<file path="config.mk">
export PLATFORM = sky130hd
export DESIGN_NAME = mux4_rr_arbiter
export DESIGN_NICKNAME = d
export VERILOG_FILES = /design/src/rtl/mux4_rr_arbiter_pkg.sv /design/src/rtl/mux4_rr_arbiter_rr_pick4.sv /design/src/rtl/mux4_rr_arbiter.sv
export SDC_FILE = /design/constraint.sdc
export NUM_CORES = 1
export LEC_CHECK = 0
export CAP_MARGIN = 30
export CORE_AREA = 2 2 39 41
export CTS_CLUSTER_DIAMETER = 30
export DETAILED_ROUTE_END_ITERATION = 6
export DIE_AREA = 0 0 41 43
export HOLD_SLACK_MARGIN = 0.1
export PLACE_DENSITY = 0.71
export REMOVE_ABC_BUFFERS = 1
export SLEW_MARGIN = 10
export SYNTH_ARGS = -nofsm -noshare
export SYNTH_HDL_FRONTEND = slang
export SYNTH_SLANG_ARGS = --single-unit
</file>
<file path="constraint.sdc">
create_clock -name clk -period 3.9 [get_ports clk]
set_input_delay 0.78 -clock clk [delete_from_list [all_inputs] [get_ports clk]]
set_output_delay 0.78 -clock clk [all_outputs]
set_load 0.05 [all_outputs]
</file>
<file path="src/rtl/mux4_rr_arbiter_pkg.sv">
// Shared types and helpers for the 4-way round-robin mux arbiter.
package mux_arb_pkg;

    localparam int N_REQ = 4;
    localparam int SEL_W = 2;

    typedef enum logic {IDLE, BUSY} arb_state_t;

    function automatic logic [SEL_W-1:0] onehot_to_idx(input logic [N_REQ-1:0] oh);
        logic [SEL_W-1:0] idx;
        case (oh)
            4'b0001: idx = 2'd0;
            4'b0010: idx = 2'd1;
            4'b0100: idx = 2'd2;
            4'b1000: idx = 2'd3;
            default: idx = 2'd0;
        endcase
        return idx;
    endfunction

    function automatic logic [N_REQ-1:0] idx_to_onehot(input logic [SEL_W-1:0] idx);
        return 4'b0001 << idx;
    endfunction

endpackage

</file>
<file path="src/rtl/mux4_rr_arbiter_rr_pick4.sv">
// Rotating-priority scan: first requester after 'last' (wrapping, 'last' itself lowest).
module rr_pick4
    import mux_arb_pkg::*;
(
    input  logic [N_REQ-1:0] req,
    input  logic [SEL_W-1:0] last,
    output logic             pick_vld,
    output logic [SEL_W-1:0] pick_idx
);

    logic [SEL_W-1:0] cand_s;

    // Scan from lowest to highest priority so the highest-priority hit is written last.
    always_comb begin
        pick_vld = 1'b0;
        pick_idx = 2'd0;
        cand_s   = 2'd0;
        for (int k = 4; k >= 1; k--) begin
            cand_s = last + 2'(k);
            if (req[cand_s]) begin
                pick_vld = 1'b1;
                pick_idx = cand_s;
            end else begin
                pick_vld = pick_vld;
            end
        end
    end

endmodule

</file>
<file path="src/rtl/mux4_rr_arbiter.sv">
// Round-robin arbiter driving the select of a shared 4:1 mux.
// Optional forced hand-off after MAX_HOLD cycles: define HOLD_TIMEOUT_EN.
module mux4_rr_arbiter
    import mux_arb_pkg::*;
#(
    parameter int unsigned MAX_HOLD = 8
) (
    input  logic             clk,
    input  logic             rst_n,
    input  logic [N_REQ-1:0] req,
    output logic [N_REQ-1:0] grant,
    output logic [SEL_W-1:0] sel,
    output logic             valid
);

    arb_state_t       state_q, state_d;
    logic [N_REQ-1:0] grant_q, grant_d;
    logic [SEL_W-1:0] sel_q, sel_d;
    logic [SEL_W-1:0] last_q, last_d;
    logic             valid_q, valid_d;

    logic [SEL_W-1:0] owner_idx_s;
    logic [SEL_W-1:0] scan_last_s;
    logic             others_s;
    logic             timeout_s;
    logic             release_s;
    logic             pick_vld_s;
    logic [SEL_W-1:0] pick_idx_s;

    assign owner_idx_s = onehot_to_idx(grant_q);
    assign others_s    = |(req & ~grant_q);
    // While busy the scan starts after the current owner, so it is lowest priority at hand-off.
    assign scan_last_s = (state_q == BUSY) ? owner_idx_s : last_q;
    assign release_s   = (state_q == BUSY) && (!(|(req & grant_q)) || timeout_s);

`ifdef HOLD_TIMEOUT_EN
    logic [7:0] hold_cnt_q, hold_cnt_d;

    assign timeout_s = (hold_cnt_q == 8'(MAX_HOLD - 1)) && others_s;

    // Cycles under the current owner; restarts on any grant change, saturates when nobody waits.
    always_comb begin
        if (grant_d != grant_q) begin
            hold_cnt_d = 8'd0;
        end else if ((state_q == BUSY) && (hold_cnt_q < 8'(MAX_HOLD - 1))) begin
            hold_cnt_d = hold_cnt_q + 8'd1;
        end else begin
            hold_cnt_d = hold_cnt_q;
        end
    end

    // Hold counter register.
    always_ff @(posedge clk or negedge rst_n) begin
        if (!rst_n) begin
            hold_cnt_q <= 8'd0;
        end else begin
            hold_cnt_q <= hold_cnt_d;
        end
    end
`else
    logic [7:0] unused_max_hold_s;

    assign timeout_s         = 1'b0;
    assign unused_max_hold_s = 8'(MAX_HOLD) & {7'd0, others_s};
`endif

    rr_pick4 u_pick (
        .req      (req),
        .last     (scan_last_s),
        .pick_vld (pick_vld_s),
        .pick_idx (pick_idx_s)
    );

    // Next-state and next-output decision.
    always_comb begin
        state_d = state_q;
        grant_d = grant_q;
        sel_d   = sel_q;
        last_d  = last_q;
        valid_d = valid_q;
        case (state_q)
            IDLE: begin
                if (pick_vld_s) begin
                    state_d = BUSY;
                    grant_d = idx_to_onehot(pick_idx_s);
                    sel_d   = pick_idx_s;
                    valid_d = 1'b1;
                end else begin
                    state_d = IDLE;
                end
            end
            BUSY: begin
                if (release_s) begin
                    last_d = owner_idx_s;
                    if (pick_vld_s) begin
                        grant_d = idx_to_onehot(pick_idx_s);
                        sel_d   = pick_idx_s;
                    end else begin
                        state_d = IDLE;
                        grant_d = 4'b0000;
                        valid_d = 1'b0;
                    end
                end else begin
                    state_d = BUSY;
                end
            end
            default: begin
                state_d = IDLE;
                grant_d = 4'b0000;
                valid_d = 1'b0;
            end
        endcase
    end

    // State and registered outputs; last owner resets to 3 so requester 0 leads.
    always_ff @(posedge clk or negedge rst_n) begin
        if (!rst_n) begin
            state_q <= IDLE;
            grant_q <= 4'b0000;
            sel_q   <= 2'd0;
            last_q  <= 2'd3;
            valid_q <= 1'b0;
        end else begin
            state_q <= state_d;
            grant_q <= grant_d;
            sel_q   <= sel_d;
            last_q  <= last_d;
            valid_q <= valid_d;
        end
    end

    assign grant = grant_q;
    assign sel   = sel_q;
    assign valid = valid_q;

endmodule

</file>
==> metrics.csv, run 1 <==
stage,metric,value,unit
pwr,power,678,µW
global_routing,grt.total_usage,17.8,%
timing,relSlewSlack,62.4,%
timing,setup_viol,0,
timing,fin_ws,1.54,ns
cts,clk_pin_slew_worst_paths,0.07,ns
worst_setup_path,path_class,flop to output pin,
yosys,synth_seq_cells,10,
yosys,yosysSeqAreaShare,43.6,%
timing,rsz0062_at_grt,false,
timing,fmax,424,MHz
floorplanning,die_area,1760,µm²
cts,cts_tree,yes,
worst_setup_path,cp_max_fo,7,
cells_and_area,final_cells,91,
cts,clock_sinks,10,
timing,slew_viol_final,0,
floorplanning,chipHeight,43,µm
placement,port_buffers,12,
cells_and_area,diodes,0,
worst_setup_path,cp_top_family,buffers and inverters,
cts,cts_buffers,3,
cells_and_area,area_growth,30.5,%
placement,gp_congestion,0.777,
drt,drt_iter0_markers,9,
floorplanning,initial_utilization,41.9,%
yosys,synth_area_leaders,"dfrtp_1, dfstp_2, o21ai_1, o211ai_1, nand2_1",
drt,routed_wirelength,1280,µm
yosys,synth.avg_cell_area,9.82,µm²
yosys,syn_inst,59,
floorplanning,rows,14,
worst_setup_path,required,3.12,ns
yosys,synthXorXnorAreaFrac,3.02,%
worst_setup_path,rrSetupSlack,2.16,ns
cells_and_area,nets,82,
worst_setup_path,crit_buf_inv,1,
yosys,synth_top_family_by_area,compound AO/OA/AOI/OAI gates,
global_routing,antenna_found_initial,0,
placement,dp_slack,1.49,ns
job,max_cap_viol_count,0,
worst_setup_path,end_kind,output pin,
drt,antenna_left,0,
cts,ctsResizeCount,0,
pwr,peakVddDrop,0.383,mV
cts,htreeDepth,1,
cells_and_area,fillers,126,
worst_setup_path,rr_worst_depth,5,
global_routing,overflow,0,
timing,fin_skew,0.00589,ns
timing,tightest_slew,0.559,ns
cts,clock_tree.buffer_depth,2,
worst_hold_path,hold_start,last_q[0]$_DFFE_PN1P_,
yosys,synth-compound-area-share,33.3,%
yosys,yosys.area_share.simple,18.1,%
yosys,synth.area.mux_share,0,%
worst_setup_path,crit_arrival,1.58,ns
worst_setup_path,startpoint_type,flop,
pwr,power_density,897,nW/µm²
worst_setup_path,reg2reg_from,state_q$_DFF_PN0_,
global_routing,grt_max_degree,11,
status,status,"complete, no violations",
pwr,power.internal,358,µW
yosys,synth_adder_area_share,0,%
worst_hold_path,min_to,last_q[0]$_DFFE_PN1P_,
cts,clockRootBuffer,clkbuf_4,
worst_setup_path,slowest_stage,clkdlybuf4s50_1,
global_routing,grt_first_pass_wirelength,2110,µm
drt,dr.pass1.iters,5,
worst_setup_path,critPathMaxStageDelay,0.85,ns
timing,tns,0,ns
yosys,synth_warnings,0,
pwr,comb_power_share,58.5,%
worst_hold_path,hold_path_depth,2,
yosys,synth_top_area_share,34.6,%
timing,finalHoldViolCount,0,
floorplanning,die_w,41,µm
placement,hpwl,971,µm
pwr,p_sw,320,µW
pwr,switching_share,47.2,%
cts,clk_latency,0.26,ns
drt,wl_per_cell,14.0,µm
yosys,yosys.area.top_type,dfrtp_1,
placement,placed_cells,87,
worst_hold_path,hold_class,flop to flop,
drt,vias,520,
drt,vias_per_cell,5.71,
pwr,seq_power_share,27.9,%
yosys,synth_area,579,µm²
timing,fin_crit_sh,60.5,%
global_routing,grt_pass1_vias,488,
timing,final.min_clock_period,2.36,ns
cells_and_area,drive_gt1_share,16.0,%
yosys,synth_cell_types,29,
floorplanning,io_pins,13,
cts,cts_hold_buf,0,
floorplanning,fp.coreArea,1380,µm²
worst_setup_path,r2r-end,grant[3]$_DFFE_PN0P_,
cts,cts_setup_buffers,0,
worst_setup_path,crit_chain,clkdlybuf4s50_1,
drt,drc,0,
pwr,clkPwrFrac,13.6,%
pwr,p_leak,0.303,nW
## power groups by stage
stage,registers (mW),logic [mW],clock network (mW)
CTS,0.189,0.398,0.0960
global placement,0.192,0.393,0
floorplan,0.286,0.189,0
detailed placement,0.191,0.396,0
finish,0.189,0.396,0.0921
global route,0.195,0.429,0.0995
## worst max path at each step
stage | from | end | slack [ns] | depth (start not counted)
floorplan | grant[1]$_DFFE_PN0P_ | grant[2]$_DFFE_PN0P_ | 2.03 | 5
global placement | req[1] | grant[1]$_DFFE_PN0P_ | 1.53 | 5
detailed placement | req[1] | grant[0]$_DFFE_PN0P_ | 1.49 | 5
CTS | grant[0]$_DFFE_PN0P_ | grant[0] | 1.52 | 1
global route | grant[0]$_DFFE_PN0P_ | grant[0] | 1.49 | 1
finish | grant[0]$_DFFE_PN0P_ | grant[0] | 1.54 | 1
## synthesized netlist by cell type
cell and count:
nor4_1 1, a21o_1 1, nor3_2 1, xnor2_1 2
nand2b_1 1, a221o_1 1, inv_1 3, dfstp_2 2
o22ai_2 1, nand3_1 1, or3b_1 1, o41ai_1 2
a21boi_0 1, and2_1 1, a22oi_1 2, o21ai_0 2
o211a_1 1, nor2_1 4, nand2b_2 2, o21bai_1 1
a22oi_2 1, or3b_4 1, a21oi_1 2, nand2_1 5
o211ai_1 3, o21ai_1 5, a22o_1 2, o21a_1 1
dfrtp_1 8
## registers in the layout (all words and copies together), names as in the netlist
name     flops
grant        4
last_q       2
sel          2
state_q      1
valid        1
## cell usage in the layout (no fill, tap or decap)
master           synthesis  routed
a21boi_0                 1       1
a21o_1                   1       1
a21oi_1                  2       2
a221o_1                  1       1
a22o_1                   2       2
a22oi_1                  2       2
a22oi_2                  1       1
and2_1                   1       1
clkbuf_4                 0       3
clkbuf_8                 0       1
clkdlybuf4s50_1          0      12
dfrtp_1                  8       8
dfstp_2                  2       2
inv_1                    3       3
nand2_1                  5       5
nand2b_1                 1       1
nand2b_2                 2       2
nand3_1                  1       1
nor2_1                   4       4
nor3_2                   1       1
nor4_1                   1       1
o211a_1                  1       1
o211ai_1                 3       3
o21a_1                   1       1
o21ai_0                  2       2
o21ai_1                  5       5
o21bai_1                 1       1
o22ai_2                  1       1
o41ai_1                  2       2
or3b_1                   1       1
or3b_4                   1       1
xnor2_1                  2       2
## per-layer routing
layer / global-route usage [%] / part of all wire [%] / up-vias
li1: - / - / 256
met1: 25.3 / 48 / 252
met2: 25.6 / 48 / 10
met3: 1.57 / 3.6 / 2
met4: 10.0 / 0.39 / 0
met5: 0 / 0 / -
## area by class of cell
| class | instances | area (µm²) | area share, % |
|---|---|---|---|
| Sequential cell | 10 | 253 | 33.4 |
| Timing Repair Buffer | 12 | 120 | 15.9 |
| Inverter | 3 | 11.3 | 1.49 |
| Clock buffer | 4 | 36.3 | 4.80 |
| Tap cell | 16 | 20.0 | 2.65 |
| Multi-Input combinational cell | 46 | 315 | 41.7 |
## logic make-up after synthesis
family | Yosys count
AOI/OAI and AO/OA | 26
and+or+nand+nor | 18
DFF | 10
buffers and inverters | 3
xor gates and xnor gates | 2
## worst min-delay path: stages, from the launching register on
cell	delay (ns)
dfstp_2	0.37
nand2_1	0.05
o41ai_1	0.06
## metrics by stage
| step | utilization, % | hold WS, ns | cell area, µm² |
|---|---|---|---|
| 6_report | 54.6 | 0.491 | 756 |
| 5_1_grt | 54.6 | 0.537 | 756 |
| 4_1_cts | 54.6 | 0.497 | 756 |
| 3_5_place_dp | 52.0 | 0.487 | 719 |
| 3_3_place_gp | 52.0 | 0.477 | 719 |
| 2_1_floorplan | - | 0.457 | 579 |
(Power assumes the default switching activity.)
==> inputs of run 2 (changes only) <==
CORE_AREA = not set   (was 2 2 39 41)
CORE_MARGIN = 2   (was not set)
CORE_UTILIZATION = 42   (was not set)
DIE_AREA = not set   (was 0 0 41 43)
clock period = 2 ns   (was 3.9 ns; I/O delays follow)
==> run 2 against run 1 <==
  * Clock power grew 100%
  * Combinational power grew 100%
  * Sequential share of layout area down 0.81 points
  * Clock skew decreased by 0.0016 ns
  * Setup slack got worse by 1.4 ns
  * Clock-buffer cell count stayed put
  * Routed wire length up 6.6%
  * Core utilization is 4.9 points higher
  * Final cell count increased by 3.3%
  * Register-to-register slack got worse by 1.9 ns
  * Flip-flop and latch count unchanged
  * Non-clock buffer count rose by 4
  * Largest power group unchanged
==> metrics.csv, run 2 (synthesis gave the netlist of run 1 again) <==
stage,metric,value,unit,change
floorplanning,rows,13,,-1
cells_and_area,diodes,0,,unchanged
worst_setup_path,cp_max_fo,2,,-5
worst_hold_path,hold_class,input pin to async pin,,
cells_and_area,area_growth,33.7,%,
pwr,power,1.34,mW,+97%
cells_and_area,fillers,114,,-9.5%
cts,clock_tree.buffer_depth,2,,unchanged
cells_and_area,multi_input_area,315,µm²,unchanged
drt,vias,551,,+6.0%
global_routing,grt_first_pass_wirelength,2060,µm,-2.3%
timing,rsz0062_at_grt,false,,
drt,routed_wirelength,1360,µm,+6.6%
pwr,p_leak,0.328,nW,+8.5%
timing,relSlewSlack,67.3,%,+4.9 points
timing,final.min_clock_period,1.83,ns,
cells_and_area,nets,86,,+4.9%
status,status,"complete, no violations",,
placement,placed_cells,90,,+3.4%
global_routing,antenna_found_initial,0,,unchanged
pwr,comb_power_share,59.1,%,+0.6 points
worst_setup_path,crit_chain,clkdlybuf4s50_1,,
pwr,switching_share,47.8,%,+0.60 points
job,max_cap_viol_count,0,,unchanged
placement,postPlaceCellArea,738,µm²,+2.6%
cells_and_area,final_cell_mix,"dfrtp_1, clkdlybuf4s50_1, buf_4",,
timing,tightest_slew,0.489,ns,-0.0700 ns
timing,slew_viol_final,0,,unchanged
placement,hpwl,1060,µm,+9.1%
worst_setup_path,slowest_stage,clkdlybuf4s50_1,,
global_routing,grt.total_usage,19.5,%,+1.7 points
worst_setup_path,r2r-end,grant[3]$_DFFE_PN0P_,,
placement,port_buffers,12,,unchanged
worst_setup_path,crit_arrival,1.43,ns,-0.15 ns
floorplanning,io_pins,13,,unchanged
drt,vias_per_cell,5.86,,+2.6%
floorplanning,chipHeight,41.1,µm,-4.3%
global_routing,overflow,0,,unchanged
cts,clockRootBuffer,clkbuf_4,,
cts,clk_latency,0.27,ns,about the same
placement,gp_congestion,0.795,,+2.3%
floorplanning,die_w,41.1,µm,+0.34%
cts,clock_sinks,10,,unchanged
drt,dr.pass1.iters,4,,-1
floorplanning,die_area,1690,µm²,-4.0%
floorplanning,fp.coreArea,1300,µm²,-6.0%
drt,antenna_left,0,,unchanged
timing,finalHoldViolCount,0,,unchanged
cts,cts_hold_buf,0,,unchanged
cts,ctsResizeCount,0,,unchanged
timing,setup_viol,0,,unchanged
global_routing,top_usage_layer,met2,,
cells_and_area,drive_gt1_share,25.3,%,+9.3 points
global_routing,grtUsageMet2,29.3,%,+3.7 points
cts,htreeDepth,1,,unchanged
pwr,p_sw,640,µW,+100%
cts,cts_setup_buffers,0,,unchanged
worst_setup_path,rrSetupSlack,0.25,ns,-1.91 ns
global_routing,use_met3,4.89,%,+3.3 points
cts,clk_pin_slew_worst_paths,0.07,ns,about the same
drt,drt_iter0_markers,16,,+7
cts,cts_tree,yes,,
global_routing,grt_use_met1,25.7,%,+0.42 points
pwr,clkPwrFrac,13.9,%,+0.3 points
worst_setup_path,required,1.60,ns,-1.52 ns
timing,fin_crit_sh,91.4,%,
drt,drc,0,,unchanged
cells_and_area,fin_area,774,µm²,+2.5%
cts,cts_buffers,3,,unchanged
worst_setup_path,crit_buf_inv,1,,unchanged
worst_setup_path,cp_top_family,buffers and inverters,,
pwr,peakVddDrop,0.990,mV,+160%
drt,wl_per_cell,14.5,µm,+3.2%
timing,fin_skew,0.00430,ns,-0.00159 ns
worst_setup_path,startpoint_type,flop,,
pwr,power_density,1730,nW/µm²,+93%
timing,fmax,547,MHz,
timing,tns,0,ns,unchanged
worst_setup_path,rr_worst_depth,5,,unchanged
global_routing,grt_max_degree,11,,unchanged
pwr,power.internal,698,µW,+95%
pwr,seq_power_share,27.0,%,-0.9 points
worst_setup_path,end_kind,output pin,,
worst_setup_path,critPathMaxStageDelay,0.80,ns,-0.05 ns
worst_setup_path,reg2reg_from,grant[1]$_DFFE_PN0P_,,
cells_and_area,seq_area,253,µm²,unchanged
global_routing,grt_pass1_vias,479,,-1.8%
worst_setup_path,path_class,flop to output pin,,
floorplanning,initial_utilization,44.5,%,+2.7 points
cells_and_area,largest_reg_flops,4,,unchanged
cells_and_area,final_cells,94,,+3.3%
[run 2: area by class of cell]
type,count,area share (%)
Tap cell,15,2.42
Inverter,3,1.45
Sequential cell,10,32.6
Clock buffer,4,4.68
Multi-Input combinational cell,46,40.7
Timing Repair Buffer,16,18.1
[run 2: routing by layer]
layer	vias to the layer above	share of wire, %	wire length [µm]
met5	-	0	0
met4	0	1.0	14
met3	2	6.8	92
met2	24	45	611
met1	257	47	644
li1	268	-	-
[run 2: power groups by stage]
stage / sequential, mW / combinational [mW] / clock (mW)
final: 0.362 / 0.791 / 0.186
after global routing: 0.370 / 0.842 / 0.197
after CTS: 0.362 / 0.793 / 0.186
after detailed placement: 0.367 / 0.787 / 0
after global placement: 0.364 / 0.780 / 0
after floorplan: 0.557 / 0.369 / 0
[run 2: worst max-delay path by stage]
| stage | cells after the start | to | start |
|---|---|---|---|
| final | 1 | sel[0] | sel[0]$_DFFE_PN0P_ |
| after global routing | 1 | sel[1] | sel[1]$_DFFE_PN0P_ |
| after CTS | 1 | sel[1] | sel[1]$_DFFE_PN0P_ |
| after detailed placement | 5 | grant[2]$_DFFE_PN0P_ | req[1] |
| after global placement | 5 | grant[3]$_DFFE_PN0P_ | req[1] |
| after floorplan | 5 | grant[2]$_DFFE_PN0P_ | grant[1]$_DFFE_PN0P_ |
[run 2: through the flow]
| step | hold WS (ns) | setup WS [ns] | util (%) |
|---|---|---|---|
| 2_1_floorplan | 0.104 | 0.134 | - |
| 3_3_place_gp | 0.470 | 0.0463 | 56.7 |
| 3_5_place_dp | 0.478 | 0.0401 | 56.7 |
| 4_1_cts | 0.452 | 0.175 | 59.5 |
| 5_1_grt | 0.491 | 0.156 | 59.5 |
| 6_report | 0.436 | 0.173 | 59.5 |
